--- src/rtl/riscv_wb_scheduler_pkg.sv ---
// Shared constants and types for the write-back scheduler slice.
// Register count defaults to `REG_COUNT (32) unless it is defined before this file.
// Requester IDs index the one-hot grant vector: WB_REQ_ALU = 0 and WB_REQ_MEM = 1.
`ifndef REG_COUNT
`define REG_COUNT 32
`endif

package riscv_wb_scheduler_pkg;
  localparam int   REG_COUNT_DEF = `REG_COUNT;
  localparam int   IDX_W         = 5;
  localparam int   XLEN          = 32;
  localparam logic WB_REQ_ALU    = 1'b0;
  localparam logic WB_REQ_MEM    = 1'b1;

  // One write-back request: destination index plus result data.
  typedef struct packed {
    logic [IDX_W-1:0] idx;
    logic [XLEN-1:0]  dat;
  } wb_req_t;
endpackage

--- src/rtl/riscv_rr_arbiter2.sv ---
// riscv_rr_arbiter2: two-input round-robin arbiter with its last-grant pointer.
// Latency: the grant is combinational from req_i and the pointer; the pointer moves on the next edge.
// Backpressure: a loser keeps requesting and wins the next tie; the pointer only moves when something is granted.
module riscv_rr_arbiter2 (
  input  logic       clk_i,
  input  logic       rst_ni,
  input  logic [1:0] req_i,
  input  logic       advance_i,
  output logic [1:0] gnt_o
);
  // last_q = 1 means requester 1 won last, so requester 0 wins the next tie.
  logic last_q, last_d;

  // Single requester always wins; on a tie the one not granted last wins.
  always_comb begin
    gnt_o = req_i;
    if (req_i == 2'b11) begin
      gnt_o = last_q ? 2'b01 : 2'b10;
    end
  end

  // Pointer follows the winner, but only on cycles that actually grant.
  always_comb begin
    last_d = last_q;
    if (advance_i && (gnt_o != 2'b00)) begin
      last_d = gnt_o[1];
    end
  end

  // Reset points at requester 1 so requester 0 takes the first tie.
  always_ff @(posedge clk_i or negedge rst_ni) begin
    if (!rst_ni) last_q <= 1'b1;
    else         last_q <= last_d;
  end
endmodule

--- src/rtl/riscv_wb_scheduler.sv ---
// riscv_wb_scheduler: shares the regfile write port between ALU and LSU and keeps a per-register busy scoreboard.
// Latency: grant and write port are combinational from valid; busy bits and the stale flag update on the next edge.
// Backpressure: a requester holds valid/index/data until it sees ready; RISCV_WB_BYPASS_EN adds same-cycle forwarding.
module riscv_wb_scheduler
  import riscv_wb_scheduler_pkg::*;
#(
  parameter int REG_COUNT = REG_COUNT_DEF
) (
  input  logic        clock,
  input  logic        reset,
  input  logic        alu_valid,
  output logic        alu_ready,
  input  logic [4:0]  alu_rd_index,
  input  logic [31:0] alu_rd,
  input  logic        mem_valid,
  output logic        mem_ready,
  input  logic [4:0]  mem_rd_index,
  input  logic [31:0] mem_rd,
  output logic        rf_enable_write_rd,
  output logic [4:0]  rf_rd_index,
  output logic [31:0] rf_rd,
  input  logic        issue_valid,
  input  logic [4:0]  issue_rd_index,
  input  logic [4:0]  rs1_index,
  input  logic [4:0]  rs2_index,
  input  logic [4:0]  rd_index,
  output logic        rs1_busy,
  output logic        rs2_busy,
  output logic        rd_busy,
  output logic [31:0] rs1_fwd,
  output logic [31:0] rs2_fwd,
  output logic        rs1_fwd_valid,
  output logic        rs2_fwd_valid,
  output logic        stale_write_err
);
  logic [1:0]  gnt;
  wb_req_t     alu_req, mem_req, wr_req;
  logic        wr_en;
  logic [31:0] busy_q, busy_d;
  logic        err_q, err_d;
  logic        rs1_hit, rs2_hit;

  // x0 and indices beyond the register file are never tracked.
  function automatic logic tracked(input logic [4:0] idx);
    return (idx != 5'd0) && (int'(idx) < REG_COUNT);
  endfunction

  assign alu_req = {alu_rd_index, alu_rd};
  assign mem_req = {mem_rd_index, mem_rd};

  riscv_rr_arbiter2 u_arb (
    .clk_i     (clock),
    .rst_ni    (reset),
    .req_i     ({mem_valid, alu_valid}),
    .advance_i (alu_valid | mem_valid),
    .gnt_o     (gnt)
  );

  assign alu_ready = gnt[WB_REQ_ALU];
  assign mem_ready = gnt[WB_REQ_MEM];

  // Write-port mux: idle port presents all zeros.
  always_comb begin
    wr_req = '0;
    if (gnt[WB_REQ_ALU])      wr_req = alu_req;
    else if (gnt[WB_REQ_MEM]) wr_req = mem_req;
  end

  assign wr_en              = (gnt != 2'b00) && (wr_req.idx != 5'd0);
  assign rf_enable_write_rd = wr_en;
  assign rf_rd_index        = wr_req.idx;
  assign rf_rd              = wr_req.dat;

  // Scoreboard next state: a write clears, an issue sets, and the set is applied last so it wins.
  always_comb begin
    busy_d = busy_q;
    if (wr_en) busy_d[wr_req.idx] = 1'b0;
    if (issue_valid && tracked(issue_rd_index)) busy_d[issue_rd_index] = 1'b1;
  end

  // A write to a register with no pending issue is flagged; the write itself still goes ahead.
  assign err_d = err_q | (wr_en && !busy_q[wr_req.idx]);

  // Scoreboard and sticky error register, both cleared straight away by reset.
  always_ff @(posedge clock or negedge reset) begin
    if (!reset) begin
      busy_q <= '0;
      err_q  <= 1'b0;
    end else begin
      busy_q <= busy_d;
      err_q  <= err_d;
    end
  end

  assign stale_write_err = err_q;

`ifdef RISCV_WB_BYPASS_EN
  // The value being written this cycle is forwarded, so the source no longer needs to wait.
  assign rs1_hit = wr_en && (wr_req.idx == rs1_index);
  assign rs2_hit = wr_en && (wr_req.idx == rs2_index);
  assign rs1_fwd_valid = rs1_hit;
  assign rs2_fwd_valid = rs2_hit;
  assign rs1_fwd = rs1_hit ? wr_req.dat : 32'd0;
  assign rs2_fwd = rs2_hit ? wr_req.dat : 32'd0;
`else
  assign rs1_hit = 1'b0;
  assign rs2_hit = 1'b0;
  assign rs1_fwd_valid = 1'b0;
  assign rs2_fwd_valid = 1'b0;
  assign rs1_fwd = 32'd0;
  assign rs2_fwd = 32'd0;
`endif

  // Bit 0 is never set, so x0 queries read 0 without special casing.
  assign rs1_busy = busy_q[rs1_index] & ~rs1_hit;
  assign rs2_busy = busy_q[rs2_index] & ~rs2_hit;
  assign rd_busy  = busy_q[rd_index];
endmodule

--- config.mk ---
export PLATFORM = sky130hd
export DESIGN_NAME = riscv_wb_scheduler
export DESIGN_NICKNAME = d
export VERILOG_FILES = /design/src/rtl/riscv_wb_scheduler_pkg.sv /design/src/rtl/riscv_rr_arbiter2.sv /design/src/rtl/riscv_wb_scheduler.sv
export SDC_FILE = /design/constraint.sdc
export NUM_CORES = 1
export LEC_CHECK = 0
export CAP_MARGIN = 0
export CORE_AREA = 2 2 81 83
export CTS_BUF_LIST = sky130_fd_sc_hd__clkbuf_8
export DETAILED_ROUTE_END_ITERATION = 7
export DIE_AREA = 0 0 83 85
export DONT_BUFFER_PORTS = 1
export HOLD_SLACK_MARGIN = 0.1
export PLACE_DENSITY = 0.8
export SETUP_SLACK_MARGIN = 0.05
export SLEW_MARGIN = 15
export SYNTH_ARGS = -nofsm -noshare
export SYNTH_HDL_FRONTEND = slang
export SYNTH_SLANG_ARGS = --single-unit
--- constraint.sdc ---
create_clock -name clock -period 2.65 [get_ports clock]
set_input_delay 0.3975 -clock clock [delete_from_list [all_inputs] [get_ports clock]]
set_output_delay 0.3975 -clock clock [all_outputs]
set_load 0.05 [all_outputs]
==> flow_summary.ini, run 1 <==
[timing]
timing.final.max_slew_violations = 0
timing.fmax_mhz = 388
timing.setup.tns_ns = 0
setup_repair_after_global_routing_missed_its_margin = no
worst_setup_margin_ns = 0.0696
hold_violation_total_from_the_final_report = 0
timing.slew.headroom_pct = 51.6
hold-worst-slack_ns = 0.148
final-setup-viol-count = 0
fin_crit_ns = 2.58
layout_worst_path_cycle_share_pct = 97.4
clock_skew_ns = 0.00164
max_slew.worst_pin.slew_ns = 0.723

[worst_setup_path]
cp_data_required_time_ns = 2.25
arrival_ns = 2.18
path_max_fanout = 5
critPathCaptureType = output port
start_kind = flip-flop
worst-setup-path-type = flip-flop to output port

[drt]
wirelength_mm = 12.0
drt_first_pass_iters = 5
first_iter_violations = 326
avgViaCountPerCell = 6.75
drc = 0
postRouteAntennaNets = 0
avgRoutedWirePerCell_um = 27.7
routed-via-count = 2923

[final_layout]
mostFrequentLayoutCell = conb_1
antennaDiodeCount = 0
drive_gt1_share_pct = 27.2
highest_count_cells_in_the_layout_ignoring_fill_and_taps = conb_1, o21ai_0, dfrtp_1, mux4_2, buf_4
design.final.nets = 454
finish.instance_area_um2 = 3490
area_growth_syn_to_layout_pct = 3.03
num-fill-cells = 548

[clocking]
clk_latency_ns = 0.30
clk_root_buffer_cell = clkbuf_8
sinks_on_the_clock_net = 34
tritoncts_clock_tree = yes
cts_buffers = 5
clock_path_buffers = 2
clock_pin_slew_on_the_worst_setup_and_hold_paths_ns = 0.07
htree_levels = 2

[die]
core_um2 = 6200
floorplan.die_area_um2 = 7060
top_level_port_count = 209
vert_die_dim_um = 85
floorplan.initialDensity_pct = 54.5
die_x_um = 83
row_count = 29

[placed_design]
placedInstanceArea_um2 = 3310
dp_hpwl_mm = 9.30
place_worst_setup_slack_ns = 0.330
placement.io_buffers = 0
gp_routability_congestion = 0.951

[synth]
ys_async_sr_fraction_pct = 100
synth_enable_flop_cells = 0
synth-seq-cells = 34
synth.avg_cell_area_um2 = 10.0
ys_seq_area_share_pct = 25.2
synth.cell_area_um2 = 3380
synthFlopType = dfrtp_1
post_synth_inst_count = 338
ys.warnings.count = 0
ys_types = 39

[global_route]
grt_start_max_net_pins = 35
grt_remaining_overflow = 0
grt_antenna_before_repair = 0
track_usage_pct = 33.1
grt_first_pass_wirelength_mm = 17.0
grt_pass1_vias = 2716

[power]
p_leak_nw = 1.54
max_ir_drop_vdd_mv = 0.587
power-per-cell-area_nw_per_um2 = 764

[job]
maxCapViolations = 0

[worst_hold_path]
hold_class = primary input to flip-flop

[status]
run_status = finished clean
[sequential cells by signal, summed over array words and instances (netlist names)]
register	cells
u_arb.last_q	1
busy_q	32
stale_write_err	1
[final cells by class]
cell class	instances	area [um2]	share of cell area, %
clock buffer	8	110	3.16
tap	77	96.3	2.76
multi-input combinational	278	2160	62.0
sequential	34	852	24.4
timing repair buffer	31	248	7.11
inverter	5	18.8	0.538
[critical path: stages, from the launching register on]
cell	delay [ns]
dfrtp_1	0.47
mux4_2	0.53
mux4_2	0.47
mux2_2	0.40
[final timing paths]
path                                          start                        end  slack, ns  cells past startpoint
min in group asynchronous                     reset        busy_q[2]$_DFF_PN0_       0.56                      2
max                             busy_q[7]$_DFF_PN0_                   rs1_busy       0.07                      3
min                                       alu_valid   u_arb.last_q$_DFFE_PN1P_       0.15                      1
max in group asynchronous                     reset   u_arb.last_q$_DFFE_PN1P_       1.85                      2
min reg2reg                     busy_q[0]$_DFF_PN0_        busy_q[0]$_DFF_PN0_       0.49                      0
max reg2reg                u_arb.last_q$_DFFE_PN1P_  stale_write_err$_DFF_PN0_       0.44                      8
[where the power goes]
part / internal (mW) / leakage, nW / switching [mW]
combinational: 0.471 / 1.06 / 0.871
sequential: 0.664 / 0.418 / 0.196
clock: 0.262 / 0.0575 / 0.198
[metrics by stage]
step           util [%]  std cells  power [mW]
2_1_floorplan         -        403        1.97
3_3_place_gp       53.3        420        2.09
3_5_place_dp       53.3        420        2.14
4_1_cts            55.8        430        2.61
5_1_grt            56.2        433        2.76
6_report           56.2        433        2.66
[layer usage]
layer	wire [um]	global-route usage [%]	up-vias
met5	0	0	-
met4	253	8.35	0
met3	1480	9.05	26
met2	6210	58.0	266
met1	4030	40.9	1445
li1	-	-	1186
[cell families (layout without fill, tap and decap cells)]
group                  Yosys count  in the layout  share of synthesized area [%]
AO/OA/AOI/OAI                  117            117                           24.2
buffers and inverters           91             44                           18.9
flip-flops                      34             34                           25.2
multiplexers                    42             42                           23.6
other                            1             66                          0.111
AND/OR/NAND/NOR                 53             53                           7.99
[what timing repair did]
item	CTS	global route
endpoints found under the hold margin	34	0
endpoints found under the setup margin	12	6
setup buffers	0	3
cloned	0	0
pin swaps	0	1
gates resized for setup	12	1
hold buffers	2	0
[synth_stat cells, types with 3 or more instances]
| cell | count | area [um2] |
|---|---|---|
| nand2_1 | 24 | 90.1 |
| buf_6 | 3 | 33.8 |
| mux4_2 | 30 | 676 |
| inv_2 | 3 | 11.3 |
| o21ai_1 | 3 | 15.0 |
| dfrtp_1 | 33 | 826 |
| buf_1 | 5 | 18.8 |
| nand3_1 | 7 | 35.0 |
| and2b_1 | 4 | 30.0 |
| a311oi_1 | 4 | 35.0 |
| a22oi_4 | 3 | 63.8 |
| mux2_2 | 3 | 33.8 |
| a22o_1 | 32 | 280 |
| buf_4 | 68 | 510 |
| o21ai_0 | 62 | 310 |
| mux2i_1 | 9 | 90.1 |
| nand3b_1 | 5 | 37.5 |
| nor2_1 | 6 | 22.5 |
| buf_2 | 7 | 35.0 |
| a211oi_1 | 4 | 30.0 |
No activity file was read; power rests on OpenSTA's default activity.
==> run 2: changes to the inputs <==
Settings changed: RECOVER_POWER set to 50.
==> run 2 against run 1 <==
- the flow now finishes with violations (capacitance limit, slew limit)
- sequential share of layout area up 0.27 points
- critical path type unchanged
- design area shrank 1.1%
- die area stayed put
- critical endpoint unchanged
- cell count stayed put
- largest cell class unchanged
- sequential power about the same
- worst setup slack better by 0.0084 ns
- maximum frequency grew 0.33%
- hold slack better by 0.0036 ns
- combinational power is essentially flat
- first-iteration DRC count rose by 1.8%
==> flow_summary.ini, run 2 (synthesized netlist as in run 1, its figures left out) <==
[status]
violated_checks = capacitance limit, slew limit
run_status = finished with violations

[clocking]
tritoncts_clock_tree = yes
cts_buffers = 5
htree_levels = 2
sinks_on_the_clock_net = 34
clock_path_buffers = 2
clk_root_buffer_cell = clkbuf_8
clock_pin_slew_on_the_worst_setup_and_hold_paths_ns = 0.07
clk_latency_ns = 0.30

[global_route]
grt_remaining_overflow = 0
grt_pass1_vias = 2716
grt_first_pass_wirelength_mm = 17.0
grt_start_max_net_pins = 35
track_usage_pct = 33.1
grt_antenna_before_repair = 0

[die]
core_um2 = 6200
vert_die_dim_um = 85
floorplan.die_area_um2 = 7060
top_level_port_count = 209
floorplan.initialDensity_pct = 54.5
row_count = 29
die_x_um = 83

[worst_setup_path]
path_max_fanout = 5
max_stage_delay_ns = 0.53
arrival_ns = 2.17
crit_chain = mux4_2 -> mux4_2 -> mux2_2
cp_data_required_time_ns = 2.25
critPathCaptureType = output port
timing.critical_path.slowest_stage_cell = mux4_2
worst-setup-path-type = flip-flop to output port
start_kind = flip-flop
critical_path.most_common_cell = mux4_2

[drt]
avgViaCountPerCell = 6.78
wirelength_mm = 12.0
first_iter_violations = 332
drc = 0
avgRoutedWirePerCell_um = 27.8
routed-via-count = 2934
drt_first_pass_iters = 5
postRouteAntennaNets = 0

[final_layout]
largest_register_ff_count = 32
antennaDiodeCount = 0
mostFrequentLayoutCell = conb_1
area_growth_syn_to_layout_pct = 1.92
largest-register = busy_q
drive_gt1_share_pct = 25.8
design.final.nets = 454
highest_count_cells_in_the_layout_ignoring_fill_and_taps = conb_1, o21ai_0, dfrtp_1, mux4_2, buf_4
finish.instance_area_um2 = 3450

[timing]
hold_violation_total_from_the_final_report = 0
timing.fmax_mhz = 389
clock_skew_ns = 0.00381
timing.final.max_slew_violations = 35
max_slew.worst_pin.slew_ns = 1.91
setup_repair_after_global_routing_missed_its_margin = no
fin_crit_ns = 2.57
layout_worst_path_cycle_share_pct = 97.1
timing.slew.headroom_pct = -27.3
timing.setup.tns_ns = 0
hold-worst-slack_ns = 0.152
final-setup-viol-count = 0

[power]
p_leak_nw = 1.51
power-per-cell-area_nw_per_um2 = 769
max_ir_drop_vdd_mv = 0.585
power_mw = 2.65

[placed_design]
placedInstanceArea_um2 = 3310
gp_routability_congestion = 0.951
placement.io_buffers = 0
dp_hpwl_mm = 9.30

[worst_hold_path]
hold_class = primary input to flip-flop

[job]
maxCapViolations = 1
## run 2: path summary, 6_finish.rpt
path                       cells past startpoint                   endpoint                     start  slack (ns)
setup / recovery                               3                   rs1_busy       busy_q[6]$_DFF_PN0_        0.08
hold / removal                                 1   u_arb.last_q$_DFFE_PN1P_                 alu_valid        0.15
setup reg to reg                               7       busy_q[13]$_DFF_PN0_  u_arb.last_q$_DFFE_PN1P_        0.26
hold reg to reg                                0        busy_q[0]$_DFF_PN0_       busy_q[0]$_DFF_PN0_        0.49
max in group asynchronous                      2        busy_q[3]$_DFF_PN0_                     reset        0.37
min in group asynchronous                      2  stale_write_err$_DFF_PN0_                     reset        1.18
## run 2: stage by stage
stage / util [%] / setup slack, ns / std cells
2_1_floorplan: - / 0.106 / 403
3_3_place_gp: 53.3 / 0.384 / 420
3_5_place_dp: 53.3 / 0.330 / 420
4_1_cts: 55.8 / 0.0854 / 430
5_1_grt: 55.6 / 0.0487 / 433
6_report: 55.6 / 0.0780 / 433
## run 2: report_power, final
group | switching, mW | leakage [nW] | internal (mW) | total [mW]
Combinational | 0.870 | 1.04 | 0.463 | 1.33
Clock | 0.198 | 0.0575 | 0.262 | 0.460
Sequential | 0.196 | 0.417 | 0.663 | 0.859
Total | 1.26 | 1.51 | 1.39 | 2.65
## run 2: final cells by class
class / instances / area [um2]
fillers: 551 / 2760
well taps: 77 / 96.3
flip-flops and latches: 34 / 852
clock buffers: 8 / 110
repair buffers: 31 / 226
inverters: 5 / 18.8
multi-input cells: 278 / 2140
## run 2: repair_timing
action | CTS | global route
hold buffers | 2 | 0
setup buffers | 0 | 3
resized for setup | 12 | 1
endpoints found under the setup margin | 12 | 6
endpoints found under the hold margin | 34 | 0
pin swaps | 0 | 1
## run 2: critical path, delay by kind of cell, from the launching register on
kind / cells / cell delay (ns)
multiplexers: 3 / 1.40
flip-flops: 1 / 0.47
## run 2: layer usage
layer / vias to the layer above / GRT usage (%) / wire length, um
li1: 1188 / - / -
met1: 1426 / 40.9 / 4090
met2: 293 / 58.0 / 6190
met3: 27 / 9.05 / 1500
met4: 0 / 8.35 / 251
met5: - / 0 / 0
